===== config.mk =====
export PLATFORM = sky130hd
export DESIGN_NAME = dest_to_user_mapper
export DESIGN_NICKNAME = d
export VERILOG_FILES = /design/src/rtl/dest_to_user_mapper.sv
export SDC_FILE = /design/constraint.sdc
export NUM_CORES = 1
export LEC_CHECK = 0
export CORE_MARGIN = 3
export CORE_UTILIZATION = 50
export CTS_BUF_LIST = sky130_fd_sc_hd__clkbuf_8
export CTS_CLUSTER_SIZE = 8
export DETAILED_ROUTE_END_ITERATION = 12
export GPL_ROUTABILITY_DRIVEN = 1
export PLACE_DENSITY = 0.81
export SYNTH_ARGS = -nofsm -noshare
export SYNTH_HDL_FRONTEND = slang
export SYNTH_SLANG_ARGS = --single-unit

===== constraint.sdc =====
create_clock -name clk -period 2.8 [get_ports clk]
set_clock_uncertainty 0.15 [all_clocks]
set_input_delay 0.56 -clock clk [delete_from_list [all_inputs] [get_ports clk]]
set_output_delay 0.56 -clock clk [all_outputs]
set_load 0.005 [all_outputs]

===== src/rtl/dest_to_user_mapper.sv =====
// Maps AXI4-Stream tdest to tuser through a writable table, latched per frame; 1-cycle latency.
// Registered output plus one-entry skid buffer; s_axis_tready is registered and drops only when the skid fills.
module dest_to_user_mapper #(
  parameter int DATA_WIDTH = 8,
  parameter int DEST_WIDTH = 2,
  parameter int USER_WIDTH = 2
) (
  input  logic                  clk,
  input  logic                  rst,
  input  logic [DATA_WIDTH-1:0] s_axis_tdata,
  input  logic                  s_axis_tvalid,
  output logic                  s_axis_tready,
  input  logic                  s_axis_tlast,
  input  logic [DEST_WIDTH-1:0] s_axis_tdest,
  output logic [DATA_WIDTH-1:0] m_axis_tdata,
  output logic                  m_axis_tvalid,
  input  logic                  m_axis_tready,
  output logic                  m_axis_tlast,
  output logic [USER_WIDTH-1:0] m_axis_tuser,
  input  logic                  cfg_we,
  input  logic [DEST_WIDTH-1:0] cfg_addr,
  input  logic [USER_WIDTH-1:0] cfg_data,
  output logic                  dest_err,
  input  logic                  dest_err_clr,
  output logic [31:0]           frame_cnt
);

  localparam int DEPTH = 2**DEST_WIDTH;

  typedef struct packed {
    logic [DATA_WIDTH-1:0] dat;
    logic                  last;
    logic [USER_WIDTH-1:0] user;
  } beat_t;

  typedef enum logic {ST_IDLE, ST_IN_FRAME} state_t;

  state_t                r_state;
  state_t                w_state_nxt;
  logic [USER_WIDTH-1:0] r_map [DEPTH];
  logic [USER_WIDTH-1:0] r_frame_user;
  logic [DEST_WIDTH-1:0] r_frame_dest;
  logic                  r_dest_err;
  logic [31:0]           r_frame_cnt;
  beat_t                 r_out;
  logic                  r_out_vld;
  beat_t                 r_skid;
  logic                  r_skid_vld;
  logic                  r_s_rdy;

  logic                  w_s_acc;
  logic                  w_first;
  logic                  w_dest_mis;
  logic                  w_out_take;
  beat_t                 w_beat;

  assign w_s_acc    = s_axis_tvalid && r_s_rdy;
  assign w_first    = (r_state == ST_IDLE);
  assign w_dest_mis = w_s_acc && !w_first && (s_axis_tdest != r_frame_dest);
  assign w_out_take = !r_out_vld || m_axis_tready;

  // The first beat reads the table directly, so a same-cycle cfg write is not seen.
  always_comb begin
    w_beat      = '0;
    w_beat.dat  = s_axis_tdata;
    w_beat.last = s_axis_tlast;
    w_beat.user = w_first ? r_map[s_axis_tdest] : r_frame_user;
  end

  always_ff @(posedge clk) begin
    if (rst) r_state <= ST_IDLE;
    else     r_state <= w_state_nxt;
  end

  always_comb begin
    w_state_nxt = r_state;
    if (w_s_acc) w_state_nxt = s_axis_tlast ? ST_IDLE : ST_IN_FRAME;
  end

  always_ff @(posedge clk) begin
    if (rst) begin
      for (int i = 0; i < DEPTH; i++) r_map[i] <= USER_WIDTH'(i);
    end else if (cfg_we) begin
      r_map[cfg_addr] <= cfg_data;
    end
  end

  // A mismatch in the same cycle as a clear wins, so no error is lost.
  always_ff @(posedge clk) begin
    if (rst) begin
      r_frame_user <= '0;
      r_frame_dest <= '0;
      r_dest_err   <= 1'b0;
    end else begin
      if (w_s_acc && w_first) begin
        r_frame_user <= r_map[s_axis_tdest];
        r_frame_dest <= s_axis_tdest;
      end
      if (w_dest_mis)        r_dest_err <= 1'b1;
      else if (dest_err_clr) r_dest_err <= 1'b0;
    end
  end

  always_ff @(posedge clk) begin
    if (rst) begin
      r_out      <= '0;
      r_out_vld  <= 1'b0;
      r_skid     <= '0;
      r_skid_vld <= 1'b0;
      r_s_rdy    <= 1'b0;
    end else if (w_out_take) begin
      r_s_rdy <= 1'b1;
      if (r_skid_vld) begin
        r_out      <= r_skid;
        r_out_vld  <= 1'b1;
        r_skid_vld <= 1'b0;
      end else begin
        r_out_vld <= w_s_acc;
        if (w_s_acc) r_out <= w_beat;
      end
    end else if (w_s_acc) begin
      // Output is stalled: park the beat and close the input next cycle.
      r_skid     <= w_beat;
      r_skid_vld <= 1'b1;
      r_s_rdy    <= 1'b0;
    end else begin
      r_s_rdy <= !r_skid_vld;
    end
  end

  always_ff @(posedge clk) begin
    if (rst)                                                r_frame_cnt <= '0;
    else if (r_out_vld && m_axis_tready && r_out.last)      r_frame_cnt <= r_frame_cnt + 32'd1;
  end

  assign s_axis_tready = r_s_rdy;
  assign m_axis_tvalid = r_out_vld;
  assign m_axis_tdata  = r_out.dat;
  assign m_axis_tlast  = r_out.last;
  assign m_axis_tuser  = r_out.user;
  assign dest_err      = r_dest_err;
  assign frame_cnt     = r_frame_cnt;

endmodule


==> reports/qor.txt, run 1 <==
=================================================================================
Result of the run                                                       completed
Die span in x                                                             85.7 um
Layout cells sized above 1                                                  0.103
Die Ht                                                                    85.7 um
Final cell utilization of the core                                          0.676
Number of cells upsized or downsized after cts                                  0
Placer Congestion                                                           0.820
Post-synth design cell area                                          0.00318 sq mm
Path category of the worst min-delay check                           flip-flop to flip-flop
Max-cap violations                                                              0
Average footprint of a synthesized cell                                9.18 sq um
Unrepaired setup endpoints after global routing                             false
Area taken by multi-input logic gates                                0.00155 sq mm
Number of warnings issued by yosys                                              0
Count of pins on the block boundary                                            67
Clk pin slew, worst setup/hold paths                                      0.07 ns
Clock tree sinks                                                               71
IR Drop Worst-Case VDD                                                     300 uV
Number of pins exceeding their max-slew limit in the final report               0
Number of detailed-routing iterations run before antenna repair                 4
Count of unique library cells instantiated by Yosys                            45
Total grt overflow                                                              0
GRT Resource Usage Total                                                    0.201
Number of H-tree branching levels                                               3
Critical path data arrival time                                           2.53 ns
Fill cell count                                                               480
Tightest slew margin relative to the limit                                  0.597
Global-route wire length before repair                                   11900 um
Critical path data required time                                          2.89 ns
Post-route DRC violation count                                                  0
Post-synthesis cell count                                                     346
Deepest clock path buffer count                                                 2
Antenna violations before repair                                                0
Pre-CTS setup slack                                                    -0.0210 ns
Standard cell core area                                              0.00603 sq mm
Hold slack final                                                         0.308 ns
Area growth, synth to finish                                                28.2%
DRT iter0 DRCs                                                                108
Post-CTS Repair Setup Buffers                                                   0
Type of origin of the critical path                                  primary input
Total CTS buffers                                                               9
WL/cell                                                                   14.2 um
Slowest cell on crit path                                            sky130_fd_sc_hd__or4_4
Share of the cycle needed by the critical path after routing                0.873
Number of global-route vias before repair                                    2638
Critical path's largest stage delay                                       0.61 ns
Post-layout worst setup margin                                           0.355 ns
Count of buffers inserted at the top-level ports                               66
Final HPWL DP                                                             4800 um
Largest net degree at the start of global routing                              37
Final routed wirelength across all metal layers                           6980 um
Cell-by-cell listing of the critical path                            clkdlybuf4s50_1, nand4_4, or4_4, nor4_1, mux2_2
Post-Synthesis Net Count                                                      368
Highest achievable clock rate                                             409 MHz
Final-report setup violation count                                              0
Hold buffer count at cts                                                        0
Power consumption                                                         1.93 mW
Master cell of the clock root buffer                                 sky130_fd_sc_hd__clkbuf_8
Total number of vias                                                         2754
ANT nets after route                                                            0
Power Density                                                         474 mW/mm^2
Maximum fanout encountered on the critical timing path                         12
Row Count                                                                      28
Die area                                                             0.00735 sq mm
Transition time at the pin with the least slew margin                    0.599 ns
CTS tree                                                                      yes
Category of the most critical setup path                             primary input to flip-flop
Leakage power                                                             1.34 nW
Type of destination of the critical path                                flip-flop
Sequential fraction of the synthesis area                                   0.473
Shortest period the worst path allows                                     2.45 ns
Source-to-sink clock delay at the later pin of the worst-skew pair        0.34 ns
Hold Fails Final Rpt                                                            0
Sequential cell area                                                 0.00150 sq mm
Antenna cell count                                                              0
Fin nets                                                                      435
Number of register bits inferred by synthesis                                  71
Starting utilization of the core area                                       0.527
Total negative setup slack                                                   0 ns
Number of vias per cell                                                      5.59
=================================================================================
-- sequential cells by signal, summed over array words and instances, names as in the netlist --
| register | count |
|---|---|
| s_axis_tready | 1 |
| m_axis_tuser | 2 |
| r_map | 8 |
| m_axis_tvalid | 1 |
| r_skid | 11 |
| r_skid_vld | 1 |
| m_axis_tdata | 8 |
| dest_err | 1 |
| r_frame_dest | 2 |
| frame_cnt | 32 |
| r_frame_user | 2 |
| m_axis_tlast | 1 |
| r_state | 1 |
-- metal layers --
metal / global-route usage / wire length (um) / vias up
met5: 0 / 0 / -
met4: 0.0906 / 145 / 0
met3: 0.0538 / 382 / 14
met2: 0.314 / 3270 / 67
met1: 0.262 / 3180 / 1293
li1: - / - / 1380
-- logic make-up (layout without fill, tap and decap cells) --
kind of cell             Yosys count  in the layout  synth area share
AND/OR/NAND/NOR                  150            150             0.256
flip-flops                        71             71             0.473
AO/OA/AOI/OAI                     65             65             0.124
buffers and inverters             27             99            0.0382
multiplexers                      19             19            0.0693
XOR/XNOR                          13             13            0.0358
adder cells (fa/ha/maj)            1              1           0.00394
-- area by class of cell --
cell class | instances | area share
timing repair buffer | 77 | 0.181
tap | 75 | 0.0230
clock inverter | 7 | 0.00983
inverter | 6 | 0.00553
multi-input combinational | 248 | 0.381
clock buffer | 9 | 0.0304
sequential | 71 | 0.369
-- path summary, 6_finish.rpt --
kind / from / endpoint / slack (ns) / depth (start not counted)
setup / recovery: m_axis_tready / frame_cnt[22]$_SDFFE_PP0P_ / 0.35 / 5
setup reg to reg: frame_cnt[0]$_SDFFE_PP0P_ / frame_cnt[22]$_SDFFE_PP0P_ / 0.51 / 5
hold / removal: r_skid[2]$_SDFFE_PP0P_ / r_skid[2]$_SDFFE_PP0P_ / 0.31 / 2
hold reg to reg: r_skid[2]$_SDFFE_PP0P_ / r_skid[2]$_SDFFE_PP0P_ / 0.31 / 2
-- through the flow --
stage | cells | area [sq um]
after floorplan | 346 | 3180
after global placement | 477 | 3910
after detailed placement | 477 | 3910
after CTS | 493 | 4070
after global routing | 493 | 4070
final | 493 | 4070
-- power by group --
| group | switching, mW | internal (mW) |
|---|---|---|
| registers | 0.0179 | 1.06 |
| logic | 0.0731 | 0.0866 |
| clock network | 0.384 | 0.311 |
| total | 0.475 | 1.45 |
-- synthesized netlist by cell type (all sizes together) --
master / count / area (sq um)
a2111oi: 2 / 17.5
a211oi: 11 / 82.6
a21o: 1 / 7.51
a21oi: 30 / 150
a31o: 1 / 8.76
and2b: 1 / 7.51
and3: 3 / 18.8
and4: 1 / 8.76
buf: 6 / 42.5
clkbuf: 15 / 56.3
dfxtp: 63 / 1260
edfxtp: 8 / 240
ha: 1 / 12.5
inv: 6 / 22.5
mux2: 4 / 45.0
mux2i: 13 / 130
mux4: 2 / 45.0
nand2: 34 / 128
nand2b: 5 / 31.3
nand3: 8 / 45.0
nand3b: 3 / 22.5
nand4: 7 / 65.1
nand4b: 2 / 17.5
nor2: 38 / 143
nor2b: 7 / 43.8
nor3: 8 / 40.0
nor3b: 2 / 15.0
nor4: 7 / 43.8
nor4b: 2 / 17.5
o2111ai: 1 / 8.76
o21ai: 9 / 45.0
o21bai: 1 / 7.51
o31ai: 9 / 67.6
or2: 4 / 25.0
or3: 5 / 31.3
or4: 13 / 109
xnor2: 8 / 70.1
xor2: 5 / 43.8
-- placed cells by master (no fill, tap or decap), types with 3 or more instances in the layout --
cell                              Yosys  layout
sky130_fd_sc_hd__nor3_1               8       8
sky130_fd_sc_hd__a211oi_1            11      11
sky130_fd_sc_hd__buf_4                1      11
sky130_fd_sc_hd__or2_2                4       4
sky130_fd_sc_hd__nand2b_1             5       5
sky130_fd_sc_hd__and3_1               3       3
sky130_fd_sc_hd__nor2_1              38      38
sky130_fd_sc_hd__mux2_2               4       4
sky130_fd_sc_hd__nor2b_1              7       7
sky130_fd_sc_hd__or4_4                3       3
sky130_fd_sc_hd__a21oi_1             30      30
sky130_fd_sc_hd__o31ai_1              9       9
sky130_fd_sc_hd__dfxtp_1             63      63
sky130_fd_sc_hd__o21ai_0              9       9
sky130_fd_sc_hd__or3_1                5       5
sky130_fd_sc_hd__or4_1               10      10
sky130_fd_sc_hd__inv_1                6       6
sky130_fd_sc_hd__clkdlybuf4s50_1      0      65
sky130_fd_sc_hd__nor4_1               7       7
sky130_fd_sc_hd__nand4_1              5       5
sky130_fd_sc_hd__clkinvlp_4           0       3
sky130_fd_sc_hd__nand3_1              7       7
sky130_fd_sc_hd__mux2i_1             13      13
sky130_fd_sc_hd__nand2_1             34      34
sky130_fd_sc_hd__xnor2_1              8       8
sky130_fd_sc_hd__clkbuf_8             0       9
sky130_fd_sc_hd__nand3b_1             3       3
sky130_fd_sc_hd__xor2_1               5       5
sky130_fd_sc_hd__edfxtp_1             8       8
-- worst max-delay path, delay by kind of cell --
family	cells	cell delay [ns]
buffers and inverters	1	0.57
multiplexers	1	0.37
AND/OR/NAND/NOR	3	1.04
No activity file was read; power rests on OpenSTA's default activity.
==> run 2, diff against run 1 <==
- GPL_TIMING_DRIVEN: default -> 0
- SETUP_SLACK_MARGIN: default -> 0.5
==> run 2 against run 1 <==
Effect of this change: via count rose by 8.4%; global-route usage rose by 2.0 points; sequential cell count did not move; non-clock buffer count rose by 16; setup slack improved by 0.17 ns; utilization rose by 3.2 points; maximum frequency rose by 7.4%; routed wire length rose by 18%; largest cell class unchanged; largest power group unchanged.
==> reports/qor.txt, run 2 (synthesis results as in run 1) <==
=================================================================================
Total negative setup slack                                                   0 ns   unchanged
GR met3 Demand/Resource                                                    0.0384   was 0.0538
Maximum fanout encountered on the critical timing path                         10   was 12
Cell-by-cell listing of the critical path                            nand4_4, or4_4, buf_6, nor3b_1, mux2_2   was clkdlybuf4s50_1, nand4_4, or4_4, nor4_1, mux2_2
Highest achievable clock rate                                             439 MHz   was 409 MHz
Final HPWL DP                                                             5610 um   was 4800 um
Max FFs per register                                                           32   unchanged
Type of origin of the critical path                                     flip-flop   was primary input
Count of buffers inserted at the top-level ports                               65   was 66
Clock tree sinks                                                               71   unchanged
Critical path buffer and inverter count                                         1   unchanged
Die Ht                                                                    85.7 um   unchanged
Slack of the worst reg-to-reg path                                        0.52 ns   was 0.51 ns
Deepest clock path buffer count                                                 2   unchanged
IR Drop Worst-Case VDD                                                     262 uV   was 300 uV
Source-to-sink clock delay at the later pin of the worst-skew pair        0.34 ns   about the same
Max-cap violations                                                              0   unchanged
Pre-CTS setup slack                                                     -0.255 ns   was -0.0210 ns
Shortest period the worst path allows                                     2.28 ns   was 2.45 ns
Share of power burned in combinational logic                                0.080   was 0.083
Category of the most critical setup path                             flip-flop to flip-flop   was primary input to flip-flop
Die span in x                                                             85.7 um   unchanged
Number of detailed-routing iterations run before antenna repair                 4   unchanged
Area taken by multi-input logic gates                                0.00162 sq mm   was 0.00155 sq mm
Unrepaired setup endpoints after global routing                              true   was false
Clk pin slew, worst setup/hold paths                                      0.07 ns   about the same
Total grt overflow                                                              0   unchanged
Total number of vias                                                         2986   was 2754
Final routed wirelength across all metal layers                           8250 um   was 6980 um
Grt met2 use                                                                0.370   was 0.314
Number of pins exceeding their max-slew limit in the final report               0   unchanged
Tightest slew margin relative to the limit                                  0.567   was 0.597
GR Util met1                                                                0.279   was 0.262
Largest net degree at the start of global routing                              12   was 37
ANT nets after route                                                            0   unchanged
Post-layout worst setup margin                                           0.523 ns   was 0.355 ns
Sequential share of power                                                   0.512   was 0.557
Area growth, synth to finish                                                34.3%   was 28.2%
DRT iter0 DRCs                                                                136   was 108
Share of the cycle needed by the critical path after routing                0.813   was 0.873
Starting utilization of the core area                                       0.527   unchanged
Reg2Reg Capture Point                                                frame_cnt[28]$_SDFFE_PP0P_   was frame_cnt[22]$_SDFFE_PP0P_
Standard cell core area                                              0.00603 sq mm   unchanged
WL/cell                                                                   16.2 um   was 14.2 um
Transition time at the pin with the least slew margin                    0.650 ns   was 0.599 ns
GRT Resource Usage Total                                                    0.221   was 0.201
Fin nets                                                                      451   was 435
Number of vias per cell                                                      5.87   was 5.59
Master cell of the clock root buffer                                 sky130_fd_sc_hd__clkbuf_8   unchanged
Layer with the highest usage after global routing                            met2   unchanged
Cell area after placement                                            0.00392 sq mm   was 0.00391 sq mm
Count of pins on the block boundary                                            67   unchanged
Number of H-tree branching levels                                               3   unchanged
Type of destination of the critical path                                flip-flop   unchanged
Sequential cell area                                                 0.00152 sq mm   was 0.00150 sq mm
Row Count                                                                      28   unchanged
Placer Congestion                                                           0.804   was 0.820
CTS tree                                                                      yes   unchanged
Worst Min Path Start                                                 r_skid[6]$_SDFFE_PP0P_   was r_skid[2]$_SDFFE_PP0P_
Final-report setup violation count                                              0   unchanged
Leakage power                                                             1.43 nW   was 1.34 nW
Fill cell count                                                               459   was 480
Hold Fails Final Rpt                                                            0   unchanged
Number of cells traversed by the worst hold path                                2   unchanged
Worst Reg-to-Reg Cells                                                          5   unchanged
Number of global-route vias before repair                                    2831   was 2638
Path category of the worst min-delay check                           flip-flop to flip-flop   unchanged
Kind of cell adding the most delay to the critical path              simple AND/OR/NAND/NOR gates   unchanged
Critical path data required time                                          2.88 ns   was 2.89 ns
Reg2Reg Launch Point                                                 frame_cnt[20]$_SDFFE_PP0P_   was frame_cnt[0]$_SDFFE_PP0P_
Most common cell after layout, fill and taps aside                   sky130_fd_sc_hd__clkdlybuf4s50_1   unchanged
Antenna cell count                                                              0   unchanged
Total CTS buffers                                                               9   unchanged
Antenna violations before repair                                                0   unchanged
Clock power share                                                           0.408   was 0.360
Hold worst-path end                                                  r_skid[6]$_SDFFE_PP0P_   was r_skid[2]$_SDFFE_PP0P_
Commonest non-fill, non-tap cells in the layout                      sky130_fd_sc_hd__clkdlybuf4s50_1 (63), sky130_fd_sc_hd__dfxtp_1 (54), sky130_fd_sc_hd__nor2_1 (38)   was sky130_fd_sc_hd__clkdlybuf4s50_1 (65), sky130_fd_sc_hd__dfxtp_1 (63), sky130_fd_sc_hd__nor2_1 (38)
Slowest cell on crit path                                            sky130_fd_sc_hd__or4_4   unchanged
Die area                                                             0.00735 sq mm   unchanged
Post-route DRC violation count                                                  0   unchanged
Critical path data arrival time                                           2.35 ns   was 2.53 ns
Global-route wire length before repair                                   13100 um   was 11900 um
Power Internal                                                            1.62 mW   was 1.45 mW
Net switching power figure                                               0.477 mW   was 0.475 mW
Layout cells sized above 1                                                  0.141   was 0.103
Switching portion of total power                                            0.228   was 0.246
Layout Cell Area excl Fill                                           0.00427 sq mm   was 0.00407 sq mm
Power Density                                                         491 mW/mm^2   was 474 mW/mm^2
Result of the run                                                       completed   unchanged
Critical path's largest stage delay                                       0.61 ns   about the same
=================================================================================
-- run 2: per-layer routing --
metal | up-vias | routed length, um
met2 | 112 | 4220
met5 | - | 0
met3 | 19 | 481
li1 | 1412 | -
met1 | 1443 | 3400
met4 | 0 | 142
-- run 2: layout make-up --
class	count	area share
Multi-Input combinational cell	248	0.379
Sequential cell	71	0.356
Clock inverter	4	0.0103
Tap cell	75	0.0220
Buffer	21	0.0237
Clock buffer	12	0.0387
Inverter	6	0.00528
Timing Repair Buffer	72	0.166
-- run 2: per-stage QoR --
stage                     utilization  power, mW  std cells  hold slack (ns)
final                           0.708       2.10        509            0.309
after global routing            0.708       2.16        509            0.320
after CTS                       0.692       2.10        502            0.306
after detailed placement        0.651       1.26        486            0.297
after global placement          0.651       1.26        486            0.291
after floorplan                     -       1.17        346            0.286
-- run 2: worst min-delay path, delay by kind of cell, from the launching register on --
family	cells	cell delay (ns)
AOI/OAI and AO/OA	1	0.05
DFF	1	0.31
and+or+nand+nor	1	0.05
-- run 2: worst max-delay path by stage --
stage	end	slack, ns	depth (start not counted)	from
global route	frame_cnt[28]$_SDFFE_PP0P_	0.44	5	frame_cnt[8]$_SDFFE_PP0P_
global placement	frame_cnt[31]$_SDFFE_PP0P_	-0.24	6	m_axis_tready
floorplan	frame_cnt[22]$_SDFFE_PP0P_	0.52	6	frame_cnt[0]$_SDFFE_PP0P_
finish	frame_cnt[28]$_SDFFE_PP0P_	0.52	5	frame_cnt[20]$_SDFFE_PP0P_
CTS	frame_cnt[23]$_SDFFE_PP0P_	0.50	6	m_axis_tready
detailed placement	frame_cnt[22]$_SDFFE_PP0P_	-0.25	6	m_axis_tready
-- run 2: power groups by stage --
stage	logic (mW)	registers, mW	clock network (mW)
floorplan	0.0788	1.09	0
global placement	0.160	1.10	0
global route	0.182	1.08	0.906
detailed placement	0.165	1.10	0
CTS	0.166	1.07	0.858
finish	0.167	1.07	0.856
-- run 2: timing repair --
item                                    in CTS  in global routing
resized for setup                           16                 12
hold buffers                                 0                  0
pin swaps                                    1                  3
endpoints found under the setup margin      19                 13
setup buffers                                0                  7
